$ cat src/rtl/dec_ex_stage.sv
// ---------------------------------------------------------------------------
// dec_ex_stage
//   DEC/EX pipeline register of the 5-stage integer pipeline. It muxes the
//   forwarded operand values selected by the decode-stage forwarding unit into
//   the EX operands. It also contains the load-use interlock, which stalls
//   decode and injects bubbles until a load result can be forwarded from WB.
//
//   Optional feature: define DEC_EX_STALL_COUNT_EN to build the interlock
//   stall-cycle counter on StallCount. Without it, StallCount is tied to 0.
//
// Ports
//   clk, rst              clock, synchronous active-high reset
//   DecValid..DecPC       decode-stage instruction fields
//   RegA, RegB            register-file read data
//   SrcA, SrcB            forwarding selects (00/01 RegOut, 10 MEM, 11 WB)
//   MEMValue, WBValue     forwarded result values
//   Flush                 kills the instruction entering EX, aborts interlock
//   MEMStall              freezes the whole pipe
//   StallDec              combinational hold request for fetch/decode
//   EXValid..EXPC         registered EX-stage instruction
//   StallCount            interlock stall-cycle counter
// ---------------------------------------------------------------------------
module dec_ex_stage #(
    parameter int WIDTH = 32,
    parameter int RW    = 6
) (
    input  logic             clk,
    input  logic             rst,
    input  logic             DecValid,
    input  logic [0:5]       DecOpCode,
    input  logic [0:5]       DecFunction,
    input  logic [0:RW-1]    DecRs1,
    input  logic [0:RW-1]    DecRs2,
    input  logic [0:RW-1]    DecRd,
    input  logic             DecUsesRs2,
    input  logic [0:WIDTH-1] DecPC,
    input  logic [0:WIDTH-1] RegA,
    input  logic [0:WIDTH-1] RegB,
    input  logic [0:1]       SrcA,
    input  logic [0:1]       SrcB,
    input  logic [0:WIDTH-1] MEMValue,
    input  logic [0:WIDTH-1] WBValue,
    input  logic             Flush,
    input  logic             MEMStall,
    output logic             StallDec,
    output logic             EXValid,
    output logic [0:5]       EXOpCode,
    output logic [0:5]       EXFunction,
    output logic [0:RW-1]    EXRd,
    output logic [0:WIDTH-1] EXOpA,
    output logic [0:WIDTH-1] EXOpB,
    output logic [0:WIDTH-1] EXPC,
    output logic [0:31]      StallCount
);

    localparam logic [0:5] NOP_FUNCTION = 6'h15;
    localparam logic [0:5] LOAD_FIRST   = 6'h20;
    localparam logic [0:5] LOAD_LAST    = 6'h27;

    typedef enum logic [1:0] {
        IDLE   = 2'd0,
        STALL1 = 2'd1,
        STALL2 = 2'd2
    } state_t;

    state_t state_reg, state_next;

    logic             ex_valid_reg;
    logic [0:5]       ex_opcode_reg;
    logic [0:5]       ex_function_reg;
    logic [0:RW-1]    ex_rd_reg;
    logic [0:WIDTH-1] ex_op_a_reg;
    logic [0:WIDTH-1] ex_op_b_reg;
    logic [0:WIDTH-1] ex_pc_reg;

    logic [0:WIDTH-1] op_a_next;
    logic [0:WIDTH-1] op_b_next;
    logic             ex_is_load;
    logic             hazard;
    logic             insert_bubble;
    logic             fsm_stall;

    // Select 01 is a don't-care from the forwarding unit; it behaves as RegOut.
    always_comb begin
        unique case (SrcA)
            2'b10:   op_a_next = MEMValue;
            2'b11:   op_a_next = WBValue;
            default: op_a_next = RegA;
        endcase
        unique case (SrcB)
            2'b10:   op_b_next = MEMValue;
            2'b11:   op_b_next = WBValue;
            default: op_b_next = RegB;
        endcase
    end

    assign ex_is_load = ex_valid_reg
                     && (ex_opcode_reg >= LOAD_FIRST)
                     && (ex_opcode_reg <= LOAD_LAST);

    // Register 0 is hardwired, so a load targeting it never creates a hazard.
    // Non-load producers are covered by MEM forwarding and never stall.
    assign hazard = ex_is_load
                 && (ex_rd_reg != '0)
                 && DecValid
                 && ((DecRs1 == ex_rd_reg) || (DecUsesRs2 && (DecRs2 == ex_rd_reg)));

    // Interlock next-state logic. Flush and MEMStall override it in the
    // register process and in the StallDec equation below.
    always_comb begin
        state_next    = state_reg;
        insert_bubble = 1'b0;
        fsm_stall     = 1'b0;
        unique case (state_reg)
            IDLE: begin
                if (hazard) begin
                    state_next    = STALL1;
                    insert_bubble = 1'b1;
                    fsm_stall     = 1'b1;
                end
            end
            STALL1: begin
                state_next    = STALL2;
                insert_bubble = 1'b1;
                fsm_stall     = 1'b1;
            end
            STALL2: begin
                // The load is now in WB; the held decode instruction proceeds.
                state_next = IDLE;
            end
            default: begin
                state_next    = IDLE;
                insert_bubble = 1'b1;
            end
        endcase
    end

    assign StallDec = !rst && !Flush && (MEMStall || fsm_stall);

    always_ff @(posedge clk) begin
        if (rst || Flush) begin
            state_reg       <= IDLE;
            ex_valid_reg    <= 1'b0;
            ex_opcode_reg   <= '0;
            ex_function_reg <= NOP_FUNCTION;
            ex_rd_reg       <= '0;
            ex_op_a_reg     <= '0;
            ex_op_b_reg     <= '0;
            ex_pc_reg       <= '0;
        end else if (!MEMStall) begin
            state_reg <= state_next;
            if (insert_bubble) begin
                ex_valid_reg    <= 1'b0;
                ex_opcode_reg   <= '0;
                ex_function_reg <= NOP_FUNCTION;
                ex_rd_reg       <= '0;
                ex_op_a_reg     <= '0;
                ex_op_b_reg     <= '0;
                ex_pc_reg       <= '0;
            end else begin
                ex_valid_reg    <= DecValid;
                ex_opcode_reg   <= DecOpCode;
                ex_function_reg <= DecFunction;
                ex_rd_reg       <= DecRd;
                ex_op_a_reg     <= op_a_next;
                ex_op_b_reg     <= op_b_next;
                ex_pc_reg       <= DecPC;
            end
        end
    end

    assign EXValid    = ex_valid_reg;
    assign EXOpCode   = ex_opcode_reg;
    assign EXFunction = ex_function_reg;
    assign EXRd       = ex_rd_reg;
    assign EXOpA      = ex_op_a_reg;
    assign EXOpB      = ex_op_b_reg;
    assign EXPC       = ex_pc_reg;

`ifdef DEC_EX_STALL_COUNT_EN
    logic [0:31] stall_count_reg;
    logic        count_step;

    // Only cycles that actually advance the interlock are counted.
    assign count_step = fsm_stall && !Flush && !MEMStall;

    always_ff @(posedge clk) begin
        if (rst) begin
            stall_count_reg <= '0;
        end else if (count_step) begin
            stall_count_reg <= stall_count_reg + 32'd1;
        end
    end

    assign StallCount = stall_count_reg;
`else
    assign StallCount = '0;
`endif

endmodule

$ cat config.mk
export PLATFORM = sky130hd
export DESIGN_NAME = dec_ex_stage
export DESIGN_NICKNAME = d
export VERILOG_FILES = /design/src/rtl/dec_ex_stage.sv
export SDC_FILE = /design/constraint.sdc
export NUM_CORES = 1
export LEC_CHECK = 0
export ABC_CLOCK_PERIOD_IN_PS = 2150
export CAP_MARGIN = 20
export CORE_UTILIZATION = 35
export DETAILED_ROUTE_END_ITERATION = 16
export PLACE_DENSITY = 0.77
export SLEW_MARGIN = 5
export SYNTH_ARGS = -nofsm -noshare
export SYNTH_HDL_FRONTEND = slang
export SYNTH_SLANG_ARGS = --single-unit
$ cat constraint.sdc
create_clock -name clk -period 2.15 [get_ports clk]
set_input_delay 0.3225 -clock clk [delete_from_list [all_inputs] [get_ports clk]]
set_output_delay 0.3225 -clock clk [all_outputs]
set_load 0.03 [all_outputs]
* Word level (Yosys, flattened, before mapping) *
Index checks and enable logic that the tools add are counted.
W data, S select, Z words.

word-level totals
  bits in registers = 117
  word-level logic and storage cells = 50
  output and inout port bits = 148
  bits of input ports = 200

cells by class
  reductions and logical operators = 16
  equal/unequal tests = 9
  muxes and demuxes = 14
  order comparisons = 2
  bitwise gates (word level) = 1

operators with widths
  operator              number
  $pmux W32 S2          2
  $mux W32              3
  $mux W6               3
  $eq A6 B6 Y1          2
  $eq A2 B2 Y1 const B  5
  $logic_and A1 B1 Y1   8
  $ge A6 B6 Y1 const B  1
  $le A6 B6 Y1 const B  1
  $reduce_bool A6 Y1    1
  $pmux W1 S2           2
  $pmux W2 S2           1
  $logic_or A1 B1 Y1    3
  $eq A2 B1 Y1 const B  1
  $logic_not A1 Y1      2
  $logic_not A2 Y1      1
  $mux W1               2
  $mux W2               1
  $ne A2 B2 Y1 const B  1
  $reduce_and A2 Y1     1
  $not A1 Y1            1

* Logic depth before layout (Yosys ltp) *
  word-level depth = 10
  mapped depth = 7
  mapped depth without buffers = 4

* Worst setup path before layout *
Ideal clock, no wire load.

  path type = register to output
  start point = register ex_opcode_reg (netlist bit EXOpCode[2])
  end point = output port StallDec
  arrival time = 1.932 ns
  buffers on the path = 1
  stages on the path, launching flop included = 6
  slack = -0.104 ns
  cell sequence = dfxtp_1 -> or4b_1 -> a211oi_2 -> buf_2 -> nand2_1 -> o21ai_1

between the ends
  word-level cells in the longest chain between the ends = 10
  elaborated cells on any way between the ends = 11
  those cells by class = order compare (2); mux (2); reduce/logical (7)

RTL lines
  item                      RTL line  RTL
  start: declaration        69        logic [0:5] ex_opcode_reg;
  start signal: assignment  162       ex_opcode_reg <= DecOpCode;
  $ge A6 B6 Y1              98        && (ex_opcode_reg >= LOAD_FIRST)
  $logic_and A1 B1 Y1       98
  $logic_and A1 B1 Y1 (*)   99        && (ex_opcode_reg <= LOAD_LAST);
  $logic_and A1 B1 Y1 (*)   104       && (ex_rd_reg != '0)
  $logic_and A1 B1 Y1 (*)   105       && DecValid
  $logic_and A1 B1 Y1 (*)   106       && ((DecRs1 == ex_rd_reg) || (DecUsesRs2 && (DecRs2 == ex_rd_reg)));
  $mux W1 (*)               116       if (hazard) begin
  $pmux W1 S2 (*)           114       unique case (state_reg)
  $logic_or A1 B1 Y1 (*)    138       assign StallDec = !rst && !Flush && (MEMStall || fsm_stall);
  $logic_and A1 B1 Y1 (*)   138
  end: declaration          45        output logic StallDec,

Mark *: on every way between the ends. The rest lies on a longest branch, timed or not.

* Worst setup path after layout *
  start point = register state_reg[1]
  end point = output port StallDec

between the ends
  word-level cells in the longest chain between the ends = 4
  elaborated cells on any way between the ends = 5
  those cells by class = eq/ne (1); mux (1); reduce/logical (3)

RTL lines
  item                                                     RTL line  RTL
  start: declaration                                       66        state_t state_reg, state_next;
  start signal: assignment                                 151       state_reg <= state_next;
  $eq A2 B1 Y1 / $logic_not A2 Y1 (equally long branches)  114
  $pmux W1 S2 (*)                                          114
  $logic_or A1 B1 Y1 (*)                                   138
  $logic_and A1 B1 Y1 (*)                                  138

Marks and branches as above.

==> results.py <==
metrics = {
    "final_layout": {
        "fin_util": 0.577,
        "final_common_cell": "clkdlybuf4s50_1",
        "drive_gt1_frac": 0.0656,
        "areaGrowthSynthToFinish_pct": 61.7,
        "mostFrequentLayoutCells": "clkdlybuf4s50_1, nand2_1, dfxtp_1, o21ai_1, nor2_1",
        "fin_nets": 1286,
    },
    "clocking": {
        "clockRootBuffer": "clkbuf_16",
        "clk_pin_slew_ns": 0.05,
        "cts_tree": "done",
        "cts_hold_buf": 0,
        "h-tree-depth": 4,
        "clock_latency_ns": 0.41,
        "cts_sinks": 117,
        "clock_path_buffers": 2,
        "cts_buffers": 17,
    },
    "worst_hold_path": {
        "hp-class": "in2reg",
        "worstHoldStart": "SrcA[1]",
        "holdPathStages": 5,
    },
    "routing": {
        "via_per_inst": 5.24,
        "ant_nets": 0,
        "dr.pass1.iters": 5,
        "drtIter0Drc": 364,
        "wirelength_um": 23300,
        "drc": 0,
        "vias": 6963,
        "wl_per_cell_um": 17.6,
    },
    "timing": {
        "rsz0062_at_grt": "true",
        "finalCritPeriodShare": 1.05,
        "max_freq_mhz": 444,
        "skew_ns": 0.00787,
        "fin_ws_ns": -0.103,
        "min_period_ns": 2.25,
        "final_max_slew_viol_count": 0,
        "setup_violations": 1,
        "final_hold_viol_count": 0,
    },
    "yosys": {
        "synth_seq_cells": 117,
        "async_flop_share": 0,
        "netlist_instances": 801,
        "synth-edff-count": 0,
        "synth_ff_type": "dfxtp_1",
        "synth.yosys.seq_area_share": 0.365,
        "yosys_warnings": 0,
        "syn_area_sq_um": 6410,
        "synth_cell_types": 31,
        "syn_area_per_cell_sq_um": 8.00,
    },
    "setup_path": {
        "crit_path_start_kind": "flip-flop",
        "path_class": "reg2out",
        "r2r_setup_slack_ns": 0.22,
        "cpMaxStageDelayCell": "or4b_4",
        "worst-path-buf-inv": 1,
        "crit_cells": 5,
        "crit_start": "state_reg[1]",
        "crit_arrival_ns": 1.93,
        "cp_max_fo": 3,
        "path_cells": "or4b_4 > a211oi_4 > nand2_1 > o21ai_2 > buf_12",
        "critPathTopFamily": "simple AND/OR/NAND/NOR gates",
        "crit_path_end_kind": "output port",
        "rr_worst_depth": 5,
        "worst_r2r_startpoint": "state_reg[1]",
        "required_ns": 1.83,
        "worst_path_largest_cell_delay_ns": 0.56,
    },
    "floorplan": {
        "die-area_sq_um": 18900,
        "rows": 49,
        "die_w_um": 137,
        "dieHeight_um": 137,
        "core-area_sq_um": 18000,
        "initial_core_util": 0.357,
        "boundaryPins": 348,
    },
    "power": {
        "total_power_uw": 6620,
        "power_leakage_uw": 0.00400,
        "ir_worst_vdd_uv": 537,
        "pwr_density_cell_nw_per_um2": 639,
    },
    "outcome": {
        "outcome": "finished with violations",
        "violations": "setup timing",
    },
    "grt": {
        "grt_overflow_total": 0,
        "grt_first_pass_wirelength_um": 33900,
        "grt_max_degree": 66,
        "grtUsageTotal": 0.237,
        "antenna_found_initial": 1,
        "grt_pass1_vias": 6339,
    },
    "flow_run": {
        "cap_violations": 0,
    },
    "place": {
        "gp_congestion": 0.829,
        "port_buffers": 315,
        "dp_hpwl_um": 16700,
    },
}
## worst reg2reg max path, cell delays in order, from the launching register on
cell	delay, ns
dfxtp_2	0.34
or4b_4	0.56
a211o_2	0.32
buf_12	0.20
a32oi_1	0.28
o21ai_1	0.10
## stage by stage
stage	setup WS [ns]	cell area [sq um]	setup TNS [ns]	hold WS [ns]	instances
floorplan	0.0388	6530	0	0.399	832
finish	-0.103	10400	-0.103	0.449	1328
global placement	-0.125	9850	-12.31	0.451	1296
global route	-0.187	10400	-0.187	0.468	1328
detailed placement	-0.172	9850	-14.05	0.457	1296
CTS	-0.127	10400	-0.127	0.430	1327
## kinds of logic (layout without fill, tap and decap cells)
| family | after synthesis | after routing | synth area share |
|---|---|---|---|
| other | 1 | 33 | 0.000585 |
| buffers and inverters | 110 | 376 | 0.0911 |
| DFF | 117 | 117 | 0.365 |
| xor gates and xnor gates | 12 | 12 | 0.0164 |
| AOI/OAI and AO/OA | 301 | 301 | 0.306 |
| and+or+nand+nor | 195 | 195 | 0.119 |
| muxes | 65 | 65 | 0.101 |
## what timing repair did
action / 4_1_cts / 5_1_grt
buffers inserted: 0 / 0
gates resized for setup: 4 / 0
endpoints found under the setup margin: 1 / 1
## layout make-up
type,count,area (sq um)
timing repair buffer,345,3580
sequential,117,2340
antenna,1,2.50
clock buffer,21,440
multi-input combinational,605,3650
fill,1636,7600
clock inverter,10,61.3
tap,229,287
## report_power, final
part	total, uW	switching (uW)	internal [uW]
sequential	2420	95.2	2320
combinational	1750	913	834
clock	2450	1000	1450
## path summary, 6_finish.rpt
| kind | to |
|---|---|
| hold / removal | EXOpA[18] |
| hold reg to reg | EXOpA[14] |
| setup reg to reg | EXOpB[15] |
| setup / recovery | StallDec |
## Yosys cell counts (2+ instances only)
cell type  instances  area, sq um
buf_2             17         85.1
a2bb2oi_1         48          420
nand2_1          116          435
a32oi_1           64          561
buf_4             32          240
o2bb2ai_1          3         26.3
nor2_1            69          259
a21oi_1           67          335
o21ai_1          113          566
nand4_1            2         12.5
dfxtp_1          117         2340
xnor2_1           12          105
clkbuf_1          53          199
buf_6              4         45.0
buf_1              4         15.0
mux2i_1           65          651
## metal layers
metal | part of all wire | GRT usage | up-vias | routed length [um]
met2 | 0.48 | 0.405 | 298 | 11100
met1 | 0.39 | 0.262 | 3189 | 9010
met4 | 0.024 | 0.0928 | 0 | 554
met3 | 0.11 | 0.0935 | 35 | 2660
li1 | - | - | 3441 | -
met5 | 0 | 0 | - | 0
Note: power is estimated with default switching activity, not from simulation.
==> patch: new RTL, config.mk and constraints unchanged <==
`WIDTH`: 32 -> 28.
--- a/src/rtl/dec_ex_stage.sv
+++ b/src/rtl/dec_ex_stage.sv
@@ -22,5 +22,5 @@
 // ---------------------------------------------------------------------------
 module dec_ex_stage #(
-    parameter int WIDTH = 32,
+    parameter int WIDTH = 28,
     parameter int RW    = 6
 ) (
Interface: changed (8 resized); port bits go from 348 to 316. No check against the original RTL was run, so the function may have changed too.
==> patch against the original RTL <==
- power down 17%
- clock power decreased by 28%
- critical path depth did not move
- worst setup slack gained 0.14 ns
- die area down 9.7%
- synthesized area down 9.8%
- via count is 11% lower
- clock skew is essentially flat
- sequential cell count decreased by 12
- sequential power is 10% lower
- cell count down 10%
- worst hold slack got worse by 0.062 ns
- final area fell by 11%
- wire length is 16% lower
- critical path type unchanged
==> patch: results (changes against the original RTL) <==
run status completed (was finished with violations); CTS HTree Levels 3 (was 4); antenna fix cells 0 (was 1); CTS buffer count 9 (was 17); initial DRC count 353 (was 364); VDD IR max 0.323 mV (was 0.537 mV); Clk Latency, worst-skew pair 0.35 ns (was 0.41 ns); Filler Cell Count 1,469 (was 1,636); Synth Instances 718 (was 801); DP Area 0.00884 mm² (was 0.00985 mm²); CP Data Arrival Time 1.79 ns (was 1.93 ns); NetSw 1.61 mW (was 2.01 mW); Critical R2R Launch EXOpCode[1]$_SDFFE_PN0N_ (was state_reg[1]$_SDFFE_PN0P_); CP Max Fanout 2 (was 3); share of cells above drive strength 1 6.05% (was 6.56%); clock-pin slew on the worst setup and hold paths 0.07 ns (was 0.05 ns); GPL Wtd Cong 0.761 (was 0.829); clock skew 0.00826 ns (was 0.00787 ns); grt met3 use 7.04% (was 9.35%); Leak 3.53 nW (was 4.00 nW); pin count of the biggest net entering global routing 99 (was 66); Overall Global Routing Usage 21.9% (was 23.7%); synth cell count leaders 105 x dfxtp_1, 104 x nand2_1, 61 x nor2_1, 59 x a21oi_1 (was 117 x dfxtp_1, 116 x nand2_1, 113 x o21ai_1, 69 x nor2_1, 67 x a21oi_1); largest cells by area after synthesis dfxtp_1 36%, mux2i_1 9.9%, a32oi_1 8.5% (was dfxtp_1 37%, mux2i_1 10%, o21ai_1 8.8%); first-pass GRT wire length 29,100 µm (was 33,900 µm); r2r endpoint EXPC[13]$_SDFFE_PN0N_ (was EXOpB[15]$_SDFFE_PN0N_); sequential fraction of the synthesis area 36.3% (was 36.5%); grt met2 use 38.0% (was 40.5%); final std cells w/o fill 1,192 (was 1,328); Placed Instances 1,175 (was 1,296); R2R depth 7 (was 5); vias per cell 5.19 (was 5.24)
==> patch: cell count changes in the layout (fill, tap and decap cells not counted), sizes merged, moves of 8 or more <==
cell | unedited run | this run
clkdlybuf4s50 | 310 | 277
o21ai | 114 | 102
a21oi | 67 | 59
dfxtp | 117 | 105
nor2 | 69 | 61
mux2i | 65 | 57
nand2 | 116 | 104
a32oi | 64 | 56
clkbuf | 21 | 12
==> patch: cells by family (layout without fill, tap and decap cells) <==
logic type | after synthesis | in the layout | share of synthesized area [%]
compound gates | 269 | 269 | 30.5
xor+xnor | 12 | 12 | 1.82
other cells | 1 | 32 | 0.0648
mux | 57 | 57 | 9.87
flops | 105 | 105 | 36.3
buf+inv | 99 | 326 | 9.43
simple gates | 175 | 175 | 12.0
==> patch: metal layers <==
layer  vias up  wire, µm
met1      2850      7900
met3        21      1950
met4         0       289
li1       3065         -
met5         -         0
met2       252      9400
==> patch: worst min-delay path by stage <==
stage	startpoint	to	slack (ns)	cells past startpoint
CTS	DecValid	EXValid$_SDFFE_PN0N_	0.38	3
global placement	EXPC[1]$_SDFFE_PN0N_	EXPC[1]$_SDFFE_PN0N_	0.45	2
finish	DecValid	EXValid$_SDFFE_PN0N_	0.39	3
detailed placement	EXOpB[13]$_SDFFE_PN0N_	EXOpB[13]$_SDFFE_PN0N_	0.45	2
global route	DecValid	EXValid$_SDFFE_PN0N_	0.41	3
floorplan	rst	state_reg[1]$_SDFFE_PN0P_	0.40	1
==> patch: worst max-delay path, stage by stage (launching register included) <==
cell and delay (ns):
dfxtp_2 0.32, or4b_4 0.55, a211oi_4 0.23, nand2_4 0.07
o21ai_4 0.12, buf_6 0.14
==> patch: cell type report <==
class	count	area (µm²)	share of cell area (%)
repair buffers	311	3190	34.7
clock buffers	12	246	2.69
well taps	216	270	2.94
clock inverters	3	65.1	0.709
multi-input cells	545	3300	36.0
flip-flops and latches	105	2110	23.0
==> patch: timing repair <==
item / CTS / global route
setup endpoints to repair: 1 / 1
resized for setup: 3 / 2
pin swaps: 4 / 0
hold buffers: 0 / 0
setup buffers: 2 / 0
==> patch: power groups by stage <==
stage	clock network, mW	logic, mW	registers, mW
after detailed placement	0	1.53	2.21
after CTS	1.81	1.54	2.17
after floorplan	0	0.552	2.46
after global placement	0	1.52	2.21
final	1.77	1.54	2.17
after global routing	1.88	1.65	2.18
==> patch: stage by stage <==
stage	hold WS [ns]	setup WS, ns
after CTS	0.379	0.00934
final	0.387	0.0375
after global routing	0.414	-0.0500
after detailed placement	0.452	-0.202
after global placement	0.446	-0.167
after floorplan	0.399	-0.0340
